**src/rtl/peak_bin_finder_if.sv**
```systemverilog
// Sample-stream and result bundle for peak_bin_finder.
// master drives samples and the noise floor; slave returns the frame result.
interface peak_bin_finder_if #(
  parameter int MAG_WIDTH = 32,
  parameter int BIN_WIDTH = 13
);
  logic [MAG_WIDTH-1:0] mag_in;
  logic                 mag_valid_in;
  logic                 mag_last_in;
  logic [MAG_WIDTH-1:0] threshold_in;
  logic [BIN_WIDTH-1:0] bin_index_out;
  logic [MAG_WIDTH-1:0] peak_mag_out;
  logic                 ready_out;
  logic                 overrun_out;

  modport master (
    output mag_in, mag_valid_in, mag_last_in, threshold_in,
    input  bin_index_out, peak_mag_out, ready_out, overrun_out
  );

  modport slave (
    input  mag_in, mag_valid_in, mag_last_in, threshold_in,
    output bin_index_out, peak_mag_out, ready_out, overrun_out
  );
endinterface

```
**src/rtl/peak_bin_finder.sv**
```systemverilog
// Per-frame peak search over bins [LO_BIN, HI_BIN] of a magnitude stream.
// Optional macro PEAK_BIN_THRESH_EN: suppress results not above threshold_in.
module peak_bin_finder #(
  parameter int MAG_WIDTH = 32,
  parameter int BIN_WIDTH = 13,
  parameter int LO_BIN    = 120,
  parameter int HI_BIN    = 4095
) (
  input logic               clk_in,
  input logic               rst_in,
  peak_bin_finder_if.slave  bus
);
  typedef enum logic {SCAN, REPORT} state_t;

  localparam logic [BIN_WIDTH-1:0] LO_B    = BIN_WIDTH'(LO_BIN);
  localparam logic [BIN_WIDTH-1:0] HI_B    = BIN_WIDTH'(HI_BIN);
  localparam logic [BIN_WIDTH-1:0] CNT_MAX = '1;

  state_t               r_state, w_state_next;
  logic [BIN_WIDTH-1:0] r_cnt;
  logic [BIN_WIDTH-1:0] r_best_bin;
  logic [MAG_WIDTH-1:0] r_best_mag;
  logic [BIN_WIDTH-1:0] r_bin_out;
  logic [MAG_WIDTH-1:0] r_mag_out;
  logic                 r_ready;
  logic                 r_overrun;

  logic                 w_accept, w_last, w_wrap, w_eligible, w_take;
  logic [BIN_WIDTH-1:0] w_final_bin, w_report_bin;
  logic [MAG_WIDTH-1:0] w_final_mag, w_report_mag;

  assign w_accept   = bus.mag_valid_in;
  assign w_last     = w_accept & bus.mag_last_in;
  assign w_wrap     = w_accept & ~bus.mag_last_in & (r_cnt == CNT_MAX);
  assign w_eligible = (r_cnt >= LO_B) && (r_cnt <= HI_B);
  // Strict compare keeps the earlier (lower) bin on ties.
  assign w_take     = w_accept && w_eligible && (bus.mag_in > r_best_mag);

  // The last sample competes before the result is latched.
  assign w_final_bin = w_take ? r_cnt      : r_best_bin;
  assign w_final_mag = w_take ? bus.mag_in : r_best_mag;

`ifdef PEAK_BIN_THRESH_EN
  always_comb begin
    w_report_bin = '0;
    w_report_mag = '0;
    if (w_final_mag > bus.threshold_in) begin
      w_report_bin = w_final_bin;
      w_report_mag = w_final_mag;
    end
  end
`else
  logic w_unused_thresh;
  assign w_unused_thresh = ^bus.threshold_in;
  assign w_report_bin    = w_final_bin;
  assign w_report_mag    = w_final_mag;
`endif

  always_comb begin
    w_state_next = r_state;
    case (r_state)
      SCAN:    if (w_last) w_state_next = REPORT;
      REPORT:  w_state_next = SCAN;
      default: w_state_next = SCAN;
    endcase
  end

  always_ff @(posedge clk_in or negedge rst_in) begin
    if (!rst_in) begin
      r_state    <= SCAN;
      r_cnt      <= '0;
      r_best_bin <= '0;
      r_best_mag <= '0;
      r_bin_out  <= '0;
      r_mag_out  <= '0;
      r_ready    <= 1'b0;
      r_overrun  <= 1'b0;
    end else begin
      r_state <= w_state_next;
      // Pulses for every accepted last, so a one-sample frame landing in REPORT still reports.
      r_ready <= w_last;
      if (w_last) begin
        r_cnt      <= '0;
        r_best_bin <= '0;
        r_best_mag <= '0;
        r_bin_out  <= w_report_bin;
        r_mag_out  <= w_report_mag;
      end else if (w_wrap) begin
        r_cnt      <= '0;
        r_best_bin <= '0;
        r_best_mag <= '0;
        r_overrun  <= 1'b1;
      end else if (w_accept) begin
        r_cnt <= r_cnt + 1'b1;
        if (w_take) begin
          r_best_bin <= r_cnt;
          r_best_mag <= bus.mag_in;
        end
      end
    end
  end

  assign bus.bin_index_out = r_bin_out;
  assign bus.peak_mag_out  = r_mag_out;
  assign bus.ready_out     = r_ready;
  assign bus.overrun_out   = r_overrun;
endmodule

```
**src/flat_wrapper.sv**
```systemverilog
// flat-port wrapper written by rule: the top's interface ports become plain ports
module peak_bin_finder_flat 
#(
  parameter int MAG_WIDTH = 32,
  parameter int BIN_WIDTH = 13,
  parameter int LO_BIN    = 120,
  parameter int HI_BIN    = 4095
)
  (clk_in, rst_in, bus_mag_in, bus_mag_valid_in, bus_mag_last_in, bus_threshold_in, bus_bin_index_out, bus_peak_mag_out, bus_ready_out, bus_overrun_out);
  peak_bin_finder_if #(.MAG_WIDTH(MAG_WIDTH), .BIN_WIDTH(BIN_WIDTH)) bus_i ();
  input logic clk_in;
  input logic rst_in;
  input wire logic [$bits(bus_i.mag_in)-1:0] bus_mag_in;
  input wire logic [$bits(bus_i.mag_valid_in)-1:0] bus_mag_valid_in;
  input wire logic [$bits(bus_i.mag_last_in)-1:0] bus_mag_last_in;
  input wire logic [$bits(bus_i.threshold_in)-1:0] bus_threshold_in;
  output wire logic [$bits(bus_i.bin_index_out)-1:0] bus_bin_index_out;
  output wire logic [$bits(bus_i.peak_mag_out)-1:0] bus_peak_mag_out;
  output wire logic [$bits(bus_i.ready_out)-1:0] bus_ready_out;
  output wire logic [$bits(bus_i.overrun_out)-1:0] bus_overrun_out;
  assign bus_i.mag_in = bus_mag_in;
  assign bus_i.mag_valid_in = bus_mag_valid_in;
  assign bus_i.mag_last_in = bus_mag_last_in;
  assign bus_i.threshold_in = bus_threshold_in;
  assign bus_bin_index_out = bus_i.bin_index_out;
  assign bus_peak_mag_out = bus_i.peak_mag_out;
  assign bus_ready_out = bus_i.ready_out;
  assign bus_overrun_out = bus_i.overrun_out;
  peak_bin_finder #(.MAG_WIDTH(MAG_WIDTH), .BIN_WIDTH(BIN_WIDTH), .LO_BIN(LO_BIN), .HI_BIN(HI_BIN)) u_core (.clk_in(clk_in), .rst_in(rst_in), .bus(bus_i));
endmodule
```
**config.mk**
```make
export PLATFORM = sky130hd
export DESIGN_NAME = peak_bin_finder_flat
export DESIGN_NICKNAME = d
export VERILOG_FILES = /design/src/rtl/peak_bin_finder_if.sv /design/src/rtl/peak_bin_finder.sv /design/src/flat_wrapper.sv
export SDC_FILE = /design/constraint.sdc
export NUM_CORES = 1
export LEC_CHECK = 0
export CAP_MARGIN = 40
export CORE_ASPECT_RATIO = 1.25
export CORE_MARGIN = 4
export CORE_UTILIZATION = 42
export DETAILED_ROUTE_END_ITERATION = 8
export HOLD_SLACK_MARGIN = 0.06
export PLACE_DENSITY = 0.76
export SYNTH_ARGS = -nofsm -noshare
export SYNTH_HDL_FRONTEND = slang
export SYNTH_SLANG_ARGS = --single-unit
```
**constraint.sdc**
```tcl
create_clock -name clk_in -period 2.9 [get_ports clk_in]
set_clock_uncertainty 0.15 [all_clocks]
set_input_delay 0.725 -clock clk_in [delete_from_list [all_inputs] [get_ports clk_in]]
set_output_delay 0.725 -clock clk_in [all_outputs]
set_load 0.1 [all_outputs]
```
# After elaboration in Yosys (flattened, before gate mapping)
# Index checks and enable logic that the tools add are counted.
# totals
ff_bits,105
inputBits,68
output_inout_bits,47
word_cells,33
# classes
n_addsub,1
magnitude_cmp,3
eq_ne,1
n_mux,11
bitwise_logic,5
reduce_logical,5
# ops
cell,count
$mux 32,4
$mux 13,7
$gt 32x32->1,1
$add 13x1->13 const B,1
$eq 13x13->1 const B,1
$ge 13x7->1 const B,1
$le 13x12->1 const B,1
$and 1x1->1,3
$logic_and 1x1->1,3
$reduce_bool 3->1,1
$not 1->1,2
$reduce_and 2->1,1

# Longest topological paths before layout
# Gate-level depths: netlist of run 1.
# logic_depth
depth_word,8
depth_mapped,11
mapped_depth_nobuf,9

# Worst setup path after synthesis of run 1
# No wires, ideal clock.
# synth_path
path_type,input port to flip-flop
start,input bus_mag_in[14]
end,register u_core.r_best_mag[10]
setup_time_ns,0.142
arrival_ns,2.534
t_required_ns,2.608
setup_slack_ns,0.074
path_stages,9
path_buffers,2
cell_sequence,ha_1 nand4_1 or2_1 a211oi_1 o31ai_1 a211oi_4 buf_4 buf_2 o221ai_1
# synth_via
elab_chain_len,6
# synth_rtl
item,line,text
from (decl),flat_wrapper.sv:13,input wire logic [$bits(bus_i.mag_in)-1:0] bus_mag_in;
$gt 32x32->1,peak_bin_finder.sv:37,assign w_take = w_accept && w_eligible && (bus.mag_in > r_best_mag);
$logic_and 1x1->1,peak_bin_finder.sv:37,
$mux 32 (4 in a row),n/a,
to (signal assigned),peak_bin_finder.sv:97,r_best_mag <= bus.mag_in;
to (decl),peak_bin_finder.sv:22,logic [MAG_WIDTH-1:0] r_best_mag;
# No other way between the ends. The select of a mux whose other input is x is not followed.
# A chain may end at the register's enable or synchronous reset.

# Final worst setup path of run 1
# layout_path
start,input bus_mag_in[14]
end,register u_core.r_best_bin[10]
# layout_via
elab_chain_len,6
# layout_rtl
item,line,text
$gt 32x32->1,peak_bin_finder.sv:37,
$logic_and 1x1->1,peak_bin_finder.sv:37,
$mux 13 (4 in a row),n/a,
to (signal assigned),peak_bin_finder.sv:96,r_best_bin <= r_cnt;
to (decl),peak_bin_finder.sv:21,logic [BIN_WIDTH-1:0] r_best_bin;
# No other way between the ends. The select of a mux whose other input is x is not followed.

==> flow_summary.json, run 1 <==
{
  "synth_compound_area_frac": 0.188,
  "power.total_mw": 4.14,
  "gp_congestion": 0.872,
  "required_ns": 2.95,
  "holdBufCountCts": 0,
  "ios": 115,
  "status": "complete, but fails checks",
  "postRouteAntennaNets": 0,
  "vias": 5608,
  "synth_cells": 632,
  "ys_ff_latch": 105,
  "fin_nets": 857,
  "synthArstFlopShare": 1.00,
  "fp.coreArea_um2": 13300,
  "post-route-period-util": 1.01,
  "fin_area_um2": 8400,
  "synth_edf_count": 0,
  "max-clock-path-buffers": 2,
  "diodes": 0,
  "die_height_um": 139,
  "cp-start-kind": "input pin",
  "preCtsSetupSlack_ns": -0.914,
  "finalCriticalPeriod_ns": 2.92,
  "drt_iter0_markers": 274,
  "yosys.area_share.simple": 0.198,
  "syn2layout_area_growth_pct": 46.6,
  "grt_overflow": 0,
  "rows": 47,
  "cts.sinks": 105,
  "rr_worst_depth": 13,
  "viasPerCell": 6.03,
  "drt-pass1-iter-count": 5,
  "synth_flop_cell": "dfrtp_1",
  "hold_violations": 0,
  "whs_ns": 0.146,
  "grt_pass1_vias": 5674,
  "synth_top_family_by_area": "simple AND/OR/NAND/NOR gates",
  "drcViolationCount": 0,
  "avgSynthCellArea_um2": 9.07,
  "io_buffers": 82,
  "grt_pass1_wl_mm": 27.6,
  "clk_latency_ns": 0.35,
  "cts-root-buf": "clkbuf_16",
  "arrival_ns": 2.97,
  "ctsHtreeMaxLevel": 3,
  "synth.cell_area_um2": 5730,
  "drive_above_1_share": 0.348,
  "synth_xor_area_frac": 0.00153,
  "leakagePower_nw": 3.45,
  "grt_max_degree": 63,
  "cp-end-kind": "flip-flop",
  "die_w_um": 113,
  "worst_slack_ns": -0.0178,
  "dieArea_um2": 15600,
  "synth_mux_area_frac": 0.00349,
  "ys_top_cells_by_area": "dfrtp_1, nand3_1, ha_1",
  "synth_top_area_cell": "dfrtp_1",
  "cts_buffers": 9,
  "seq_area_frac_synth": 0.458,
  "clk_pin_slew_ns": 0.07,
  "crit_type": "input pin to flip-flop",
  "synth.cells.most_frequent": "nand2_1, dfrtp_1, nand3_1",
  "post_drt_wl_per_cell_um": 19.0,
  "antenna_found_initial": 0,
  "slew_violations": 0,
  "initial_core_util": 0.431,
  "power.density_nw_per_um2": 492,
  "worstMarginPinSlew_ns": 0.479,
  "hold_class": "input pin to async pin",
  "slew_headroom": 0.680,
  "max_freq_ghz": 0.343,
  "violations": "setup timing",
  "netlist.area_leader.share": 0.458,
  "synth_fp_nets": 734,
  "yosysMostFrequentCell": "nand2_1",
  "max_cap_viol_count": 0,
  "finalWirelength_mm": 17.7,
  "hpwl_mm": 10.5,
  "ys_types": 39,
  "synthAdderAreaFrac": 0.0742,
  "place_area_um2": 6970,
  "cp_max_fo": 4,
  "rsz0062_at_grt": "yes",
  "yosysWarnings": 0,
  "cts_tree": "yes",
  "ir_drop_mv": 0.392,
  "finalSetupViolCount": 7,
  "grtUsageTotal": 0.213
}
## state kept, by name (all words and copies together), names as in the netlist
name / count
u_core.bus.bin_index_out: 13
u_core.bus.overrun_out: 1
u_core.bus.peak_mag_out: 32
u_core.bus.ready_out: 1
u_core.r_best_bin: 13
u_core.r_best_mag: 32
u_core.r_cnt: 13
## report_power, final
part	leakage, nW	internal [mW]	switching (mW)
Sequential	1.45	1.56	0.0667
Clock	0.128	0.600	0.533
Combinational	1.88	0.463	0.914
Total	3.45	2.62	1.51
## kinds of logic (layout without fill, tap and decap cells)
family	count (synthesis)	after routing
AOI/OAI and AO/OA	138	138
DFF	105	105
and+or+nand+nor	247	247
muxes	2	2
buffers and inverters	105	232
xor gates and xnor gates	1	1
adders and majority gates	34	34
## metal layers
layer	wire, um	share of wire	global-route usage
met2	9460	0.53	0.377
met1	6650	0.38	0.250
met4	722	0.041	0.0975
met3	860	0.049	0.0371
met5	0	0	0
## through the flow
step	util	cells	TNS (ns)
after global routing	0.632	930	-2.67
after global placement	0.524	887	-65.39
after CTS	0.599	919	-0.0102
after floorplan	-	632	0
final	0.632	930	-0.0804
after detailed placement	0.524	887	-71.95
## critical path: stages
cell and delay (ns):
buf_8 0.11, ha_4 0.26, nand4_1 0.14, or2_4 0.30, buf_12 0.13, a211oi_4 0.25
o31ai_4 0.12, a211oi_4 0.29, buf_6 0.15, buf_12 0.11, buf_6 0.13, buf_4 0.13
o221ai_1 0.13
## placed cells by master (no fill, tap or decap), types with 11 or more instances in the layout
| master | count |
|---|---|
| buf_4 | 100 |
| nand2_1 | 111 |
| o311ai_2 | 16 |
| ha_1 | 13 |
| dfrtp_1 | 105 |
| nand3_1 | 77 |
| o21ai_0 | 18 |
| buf_6 | 11 |
| inv_1 | 47 |
| o311ai_1 | 21 |
| nand4_1 | 11 |
| ha_4 | 21 |
| o221ai_2 | 11 |
| nand3_2 | 21 |
| o221ai_1 | 32 |
| clkbuf_16 | 12 |
| buf_12 | 14 |
## worst paths after layout
check,startpoint,end,slack [ns]
min in group clk_in,u_core.bus.peak_mag_out[26],u_core.bus.peak_mag_out[26],0.35
min,rst_in,u_core.r_best_mag[12],0.15
max in group asynchronous,rst_in,u_core.r_cnt[7],1.78
min reg2reg,u_core.bus.peak_mag_out[26],u_core.bus.peak_mag_out[26],0.35
max reg2reg,u_core.r_best_mag[14],u_core.r_best_bin[10],-0.01
max,bus_mag_in[14],u_core.r_best_bin[10],-0.02
## layout make-up
cell class | count | area [um^2]
tap | 171 | 214
timing repair buffer | 165 | 1630
multi-input combinational | 422 | 3470
clock inverter | 3 | 17.5
inverter | 52 | 195
clock buffer | 12 | 246
sequential | 105 | 2630
fill | 1007 | 4890
## timing repair
item / 4_1_cts / 5_1_grt
setup buffers: 13 / 12
cloned: 5 / 3
endpoints found under the hold margin: 0 / 0
gates resized for setup: 138 / 90
pin swaps: 53 / 32
setup endpoints to repair: 90 / 90
Note: power is estimated with default switching activity, not from simulation.
==> run 2: changes to the inputs <==
--- a/config.mk
+++ b/config.mk
@@ -5,13 +5,16 @@
 export SDC_FILE = /design/constraint.sdc
 export NUM_CORES = 1
 export LEC_CHECK = 0
+export ABC_AREA = 0
 export CAP_MARGIN = 40
+export CELL_PAD_IN_SITES_DETAIL_PLACEMENT = 0
+export CELL_PAD_IN_SITES_GLOBAL_PLACEMENT = 2
 export CORE_ASPECT_RATIO = 1.25
 export CORE_MARGIN = 4
-export CORE_UTILIZATION = 42
+export CORE_UTILIZATION = 31
 export DETAILED_ROUTE_END_ITERATION = 8
 export HOLD_SLACK_MARGIN = 0.06
-export PLACE_DENSITY = 0.76
+export PLACE_DENSITY = 0.88
 export SYNTH_ARGS = -nofsm -noshare
 export SYNTH_HDL_FRONTEND = slang
 export SYNTH_SLANG_ARGS = --single-unit
==> run 2 against run 1 <==
The flow now finishes without violations. Die area grew 33%. Global-route usage is 4.5 points lower. Core utilization down 17 points. Flip-flop and latch count is the same. Largest cell class unchanged.
==> flow_summary.json, run 2 (same netlist as run 1, synthesis figures left out) <==
{
  "status": "completed",
  "die_height_um": 160,
  "cts_buffers": 9,
  "die_w_um": 130,
  "startpoint": "bus_mag_in[27]",
  "cp-start-kind": "input pin",
  "rr_worst_depth": 13,
  "post-route-period-util": 0.979,
  "grt_pass1_vias": 5373,
  "clk_latency_ns": 0.35,
  "drcViolationCount": 0,
  "required_ns": 3.01,
  "worstMarginPinSlew_ns": 0.533,
  "final_cell_mix": "nand2_1, dfrtp_1, buf_4",
  "leakagePower_nw": 3.42,
  "slew_violations": 0,
  "crit_type": "input pin to flip-flop",
  "drt_iter0_markers": 378,
  "r2r_slack_ns": 0.10,
  "grt_max_degree": 61,
  "reg2reg_to": "u_core.bus.peak_mag_out[12]",
  "preCtsSetupSlack_ns": -0.683,
  "ios": 115,
  "max_cap_viol_count": 0,
  "place_area_um2": 6970,
  "syn2layout_area_growth_pct": 45.4,
  "cts_tree": "yes",
  "drive_above_1_share": 0.313,
  "io_buffers": 82,
  "antenna_found_initial": 1,
  "ctsHtreeMaxLevel": 3,
  "grt_overflow": 0,
  "arrival_ns": 2.94,
  "holdBufCountCts": 0,
  "cts-root-buf": "clkbuf_16",
  "drt-pass1-iter-count": 5,
  "post_drt_wl_per_cell_um": 18.0,
  "max_stage_delay_ns": 0.28,
  "hpwl_mm": 10.5,
  "power.total_mw": 4.11,
  "rr_startpoint": "u_core.r_best_mag[27]",
  "nFillCells": 1729,
  "final_common_cell": "nand2_1",
  "rows": 55,
  "worst_path_max_delay_cell": "ha_4",
  "whs_ns": 0.0858,
  "postRouteAntennaNets": 0,
  "fin_area_um2": 8340,
  "hold_class": "input pin to async pin",
  "worst_slack_ns": 0.0622,
  "grtUsageTotal": 0.169,
  "viasPerCell": 5.52,
  "cts.sinks": 105,
  "dieArea_um2": 20700,
  "grt_pass1_wl_mm": 28.2,
  "power.density_nw_per_um2": 493,
  "crit_end": "u_core.bus.peak_mag_out[12]",
  "fp.coreArea_um2": 18200,
  "max-clock-path-buffers": 2,
  "initial_core_util": 0.316,
  "finalCriticalPeriod_ns": 2.84,
  "cp_max_fo": 4,
  "gp_congestion": 0.776,
  "finalWirelength_mm": 17.6,
  "diodes": 0,
  "hold_violations": 0,
  "finalSetupViolCount": 0,
  "slew_headroom": 0.645,
  "vias": 5419,
  "fin_nets": 851,
  "clk_pin_slew_ns": 0.07,
  "cp-end-kind": "flip-flop",
  "max_freq_ghz": 0.352,
  "path_cells": "clkbuf_2 > ha_4 > nand4_1 > buf_4 > nor3_1 > a22o_1 > nor4_4 > a211oi_4 > buf_6 > buf_8 > clkbuf_16 > nand3_2 > o311ai_4",
  "ir_drop_mv": 0.247
}
-- run 2: changes by cell type in the layout (fill, tap and decap cells not counted), moves of 8 or more --
cell	delta
buf_6	-8
clkbuf_2	+8
nand3_1	+9
nand3_2	-10
o221ai_1	+12
o221ai_2	-11
-- run 2: worst min-delay path by stage --
stage | start | endpoint | slack, ns | cells past startpoint
2_1_floorplan | rst_in | u_core.bus.bin_index_out[0] | 0.28 | 0
3_3_place_gp | u_core.bus.overrun_out | u_core.bus.overrun_out | 0.31 | 1
3_5_place_dp | u_core.bus.overrun_out | u_core.bus.overrun_out | 0.31 | 1
4_1_cts | rst_in | u_core.bus.peak_mag_out[29] | 0.08 | 1
5_1_grt | rst_in | u_core.bus.peak_mag_out[29] | 0.09 | 1
6_report | rst_in | u_core.bus.peak_mag_out[29] | 0.09 | 1
-- run 2: metrics by stage --
stage | instances | util | TNS [ns]
3_5_place_dp | 939 | 0.383 | -54.17
5_1_grt | 981 | 0.459 | -0.136
6_report | 981 | 0.459 | 0
4_1_cts | 970 | 0.440 | 0
3_3_place_gp | 939 | 0.383 | -59.94
2_1_floorplan | 632 | - | 0
-- run 2: timing repair --
action                                  CTS  global route
setup buffers                            11             6
gates cloned                              7             6
pin swaps                                44            24
gates resized for setup                 129            67
endpoints found under the setup margin   90            88
-- run 2: power by group --
| part | internal (mW) | total, mW | switching [mW] |
|---|---|---|---|
| combinational | 0.462 | 1.36 | 0.901 |
| clock | 0.578 | 1.12 | 0.544 |
| sequential | 1.56 | 1.62 | 0.0629 |
-- run 2: metal layers --
layer	GRT usage	wire (um)
met5	0	7
met1	0.218	7520
met4	0.0676	420
met2	0.275	8800
met3	0.0328	868
-- run 2: worst max-delay path: cells and delay by family --
family	cells	cell delay (ns)
AOI/OAI and AO/OA	3	0.59
and+or+nand+nor	4	0.55
buffers and inverters	5	0.79
adders and majority gates	1	0.28
-- run 2: area by class of cell --
type	instances	area [um^2]	area share
Clock buffer	12	236	0.0284
Clock inverter	3	18.8	0.00225
Inverter	52	195	0.0234
Multi-Input combinational cell	422	3390	0.406
Sequential cell	105	2630	0.315
Tap cell	228	285	0.0342
Timing Repair Buffer	159	1590	0.191
==> run 3: changes to the inputs <==
--- a/config.mk
+++ b/config.mk
@@ -5,7 +5,7 @@
 export SDC_FILE = /design/constraint.sdc
 export NUM_CORES = 1
 export LEC_CHECK = 0
-export ABC_AREA = 0
+export ABC_AREA = 1
 export CAP_MARGIN = 40
 export CELL_PAD_IN_SITES_DETAIL_PLACEMENT = 0
 export CELL_PAD_IN_SITES_GLOBAL_PLACEMENT = 2
@@ -14,7 +14,7 @@
 export CORE_UTILIZATION = 31
 export DETAILED_ROUTE_END_ITERATION = 8
 export HOLD_SLACK_MARGIN = 0.06
-export PLACE_DENSITY = 0.88
+export PLACE_DENSITY = 0.9
 export SYNTH_ARGS = -nofsm -noshare
 export SYNTH_HDL_FRONTEND = slang
 export SYNTH_SLANG_ARGS = --single-unit
==> run 3 against run 2 <==
Sequential power down 9%. Cell count up 14%. Global-route usage down 2.2 points. Synthesized cell count up 21%. Wire length down 13%. Design area down 9.7%. Maximum frequency up 6.0%. Combinational power down 79%. Die area up 6.0%. Sequential share of layout area up 3.4 points. Via count down 7.1%. Clock power up 11%. Largest cell class unchanged.
==> flow_summary.json, run 3 <==
{
  "status": "completed",
  "fp.coreArea_um2": 19400,
  "synth_flop_cell": "dfrtp_1",
  "netlist.area_leader.share": 0.431,
  "cts-root-buf": "clkbuf_16",
  "required_ns": 2.98,
  "max_stage_delay_ns": 0.43,
  "die_height_um": 165,
  "max-clock-path-buffers": 2,
  "avgSynthCellArea_um2": 7.99,
  "leakagePower_nw": 3.95,
  "grt_overflow": 0,
  "synth_cells": 763,
  "max_cap_viol_count": 0,
  "top_layer": "met4",
  "grtUsageTotal": 0.147,
  "dr_wl_met2_mm": 7.71,
  "critPathBufInv": 2,
  "synth_edf_count": 0,
  "initial_core_util": 0.314,
  "clk_pin_slew_ns": 0.07,
  "drcViolationCount": 0,
  "fin_nets": 947,
  "grt_pass1_vias": 5165,
  "hold_violations": 0,
  "rows": 57,
  "cp-end-kind": "flip-flop",
  "hold_class": "input pin to async pin",
  "drt_iter0_markers": 159,
  "seq_area_frac_synth": 0.431,
  "cts_tree": "yes",
  "postRouteAntennaNets": 0,
  "tns_ns": 0,
  "post-route-period-util": 0.923,
  "finalWirelength_mm": 15.3,
  "power.density_nw_per_um2": 398,
  "final_common_cell": "nand2_1",
  "grt_max_degree": 48,
  "yosys.area_share.simple": 0.361,
  "hpwl_mm": 10.6,
  "synth_xor_area_frac": 0.0115,
  "crit_family": "simple AND/OR/NAND/NOR gates",
  "drive_above_1_share": 0.164,
  "worst_path_max_delay_cell": "clkdlybuf4s50_1",
  "dieArea_um2": 22000,
  "ys_top_cells_by_area": "dfrtp_1, nand2_1, nand3_1",
  "worstMarginPinSlew_ns": 0.574,
  "io_buffers": 82,
  "path_cells": "clkdlybuf4s50_1 > ha_1 > nand2_1 > nor2_1 > nand4_1 > nor2_2 > nand2_1 > nand3_2 > nor2_8 > nand2_8 > buf_12 > nand2_1 > nand3_1 > nand2_1",
  "die_w_um": 133,
  "slew_violations": 0,
  "clk_latency_ns": 0.34,
  "rr_startpoint": "u_core.r_best_mag[7]",
  "cp_common_cell": "nand2_1",
  "cts.sinks": 105,
  "slew_headroom": 0.618,
  "cp_max_fo": 11,
  "finalSetupViolCount": 0,
  "ios": 115,
  "synth_mux_area_frac": 0,
  "yosysWarnings": 0,
  "post_drt_wl_per_cell_um": 13.7,
  "ys_ff_latch": 105,
  "post_cts.repair.setup_buffers": 0,
  "synth_compound_area_frac": 0.0332,
  "antenna_found_initial": 0,
  "synth.cell_area_um2": 6100,
  "final_cell_mix": "nand2_1, nand3_1, dfrtp_1",
  "rsz0062_at_grt": "no",
  "synthAdderAreaFrac": 0.0698,
  "crit_type": "input pin to flip-flop",
  "synth_top_area_cell": "dfrtp_1",
  "diodes": 0,
  "viasPerCell": 4.52,
  "whs_ns": 0.136,
  "synthArstFlopShare": 1.00,
  "gp_congestion": 0.803,
  "ir_drop_mv": 0.252,
  "wl_met3_um": 461,
  "cp-start-kind": "input pin",
  "drt-pass1-iter-count": 4,
  "fin_area_um2": 7530,
  "syn2layout_area_growth_pct": 23.5,
  "finalCriticalPeriod_ns": 2.68,
  "vias": 5032,
  "m1WireLength_mm": 6.88,
  "arrival_ns": 2.76,
  "ctsHtreeMaxLevel": 3,
  "grt_pass1_wl_mm": 26.1,
  "cts_buffers": 9,
  "ys_types": 34,
  "power.total_mw": 3.00,
  "synth_fp_nets": 865,
  "synth_top_family_by_area": "simple AND/OR/NAND/NOR gates",
  "startpoint": "bus_mag_in[7]",
  "yosysMostFrequentCell": "nand2_1",
  "place_area_um2": 7220,
  "nFillCells": 2078,
  "max_freq_ghz": 0.373,
  "synth.cells.most_frequent": "nand2_1, nand3_1, dfrtp_1"
}
[run 3: cell types whose count changed in the layout (fill, tap and decap cells not counted), sizes merged, moves of 5 or more]
| cell | before | now |
|---|---|---|
| inv | 52 | 101 |
| nand4 | 11 | 3 |
| nand2 | 112 | 276 |
| buf | 126 | 70 |
| dlygate4sd2 | 7 | 0 |
| clkdlybuf4s50 | 1 | 34 |
| clkbuf | 34 | 14 |
| o22ai | 3 | 8 |
| xor2 | 0 | 7 |
| nor2 | 7 | 24 |
| o221ai | 44 | 0 |
| o311ai | 44 | 0 |
| nand3 | 99 | 141 |
| o21ai | 19 | 7 |
[run 3: cell type report]
type	instances	area, um^2	share of cell area
Clock inverter	1	7.51	0.000997
Sequential cell	105	2630	0.349
Clock buffer	14	294	0.0390
Inverter	101	379	0.0503
Tap cell	265	332	0.0440
Multi-Input combinational cell	524	2910	0.387
Timing Repair Buffer	104	978	0.130
[run 3: cell families (layout without fill, tap and decap cells)]
group | count (synthesis) | in the layout
compound gates | 35 | 35
xor+xnor | 8 | 8
fa+ha+maj | 34 | 34
buf+inv | 134 | 220
flops | 105 | 105
simple gates | 447 | 447
[run 3: final timing paths]
kind | to | cells past startpoint | slack, ns
worst min register to register | u_core.bus.overrun_out | 2 | 0.32
worst min-delay path | u_core.bus.peak_mag_out[15] | 1 | 0.14
worst max-delay path | u_core.bus.peak_mag_out[29] | 14 | 0.22
max in group asynchronous | u_core.bus.bin_index_out[7] | 2 | 1.84
min in group clk_in | u_core.bus.overrun_out | 2 | 0.32
worst max register to register | u_core.bus.peak_mag_out[29] | 14 | 0.64
[run 3: power by group]
part / internal, mW / total (mW) / switching (mW) / leakage (nW)
logic: 0.106 / 0.289 / 0.184 / 2.35
clock network: 0.697 / 1.24 / 0.538 / 0.147
registers: 1.47 / 1.47 / 0.00523 / 1.46
[run 3: timing repair]
item	CTS	global route
resized for setup	0	2
endpoints found under the setup margin	0	1
hold buffers	0	0
[run 3: worst reg2reg max path, cell delays in order (launching register included)]
cell     delay [ns]
dfrtp_1        0.35
inv_1          0.08
ha_1           0.30
nand2_1        0.07
nor2_1         0.16
nand4_1        0.14
nor2_2         0.15
nand2_1        0.08
nand3_2        0.11
nor2_8         0.06
nand2_8        0.14
buf_12         0.16
nand2_1        0.08
nand3_1        0.08
nand2_1        0.06
[run 3: routing by layer]
layer | up-vias | GRT usage
met5 | - | 0
met4 | 0 | 0.0416
met3 | 16 | 0.0235
met2 | 82 | 0.264
met1 | 2361 | 0.183
li1 | 2573 | -
[run 3: stage by stage]
step / utilization / setup slack, ns / std cells
after detailed placement: 0.372 / -0.204 / 1099
after global routing: 0.388 / 0.0224 / 1114
after CTS: 0.388 / 0.162 / 1114
final: 0.388 / 0.223 / 1114
after floorplan: - / 0.469 / 763
after global placement: 0.372 / -0.195 / 1099
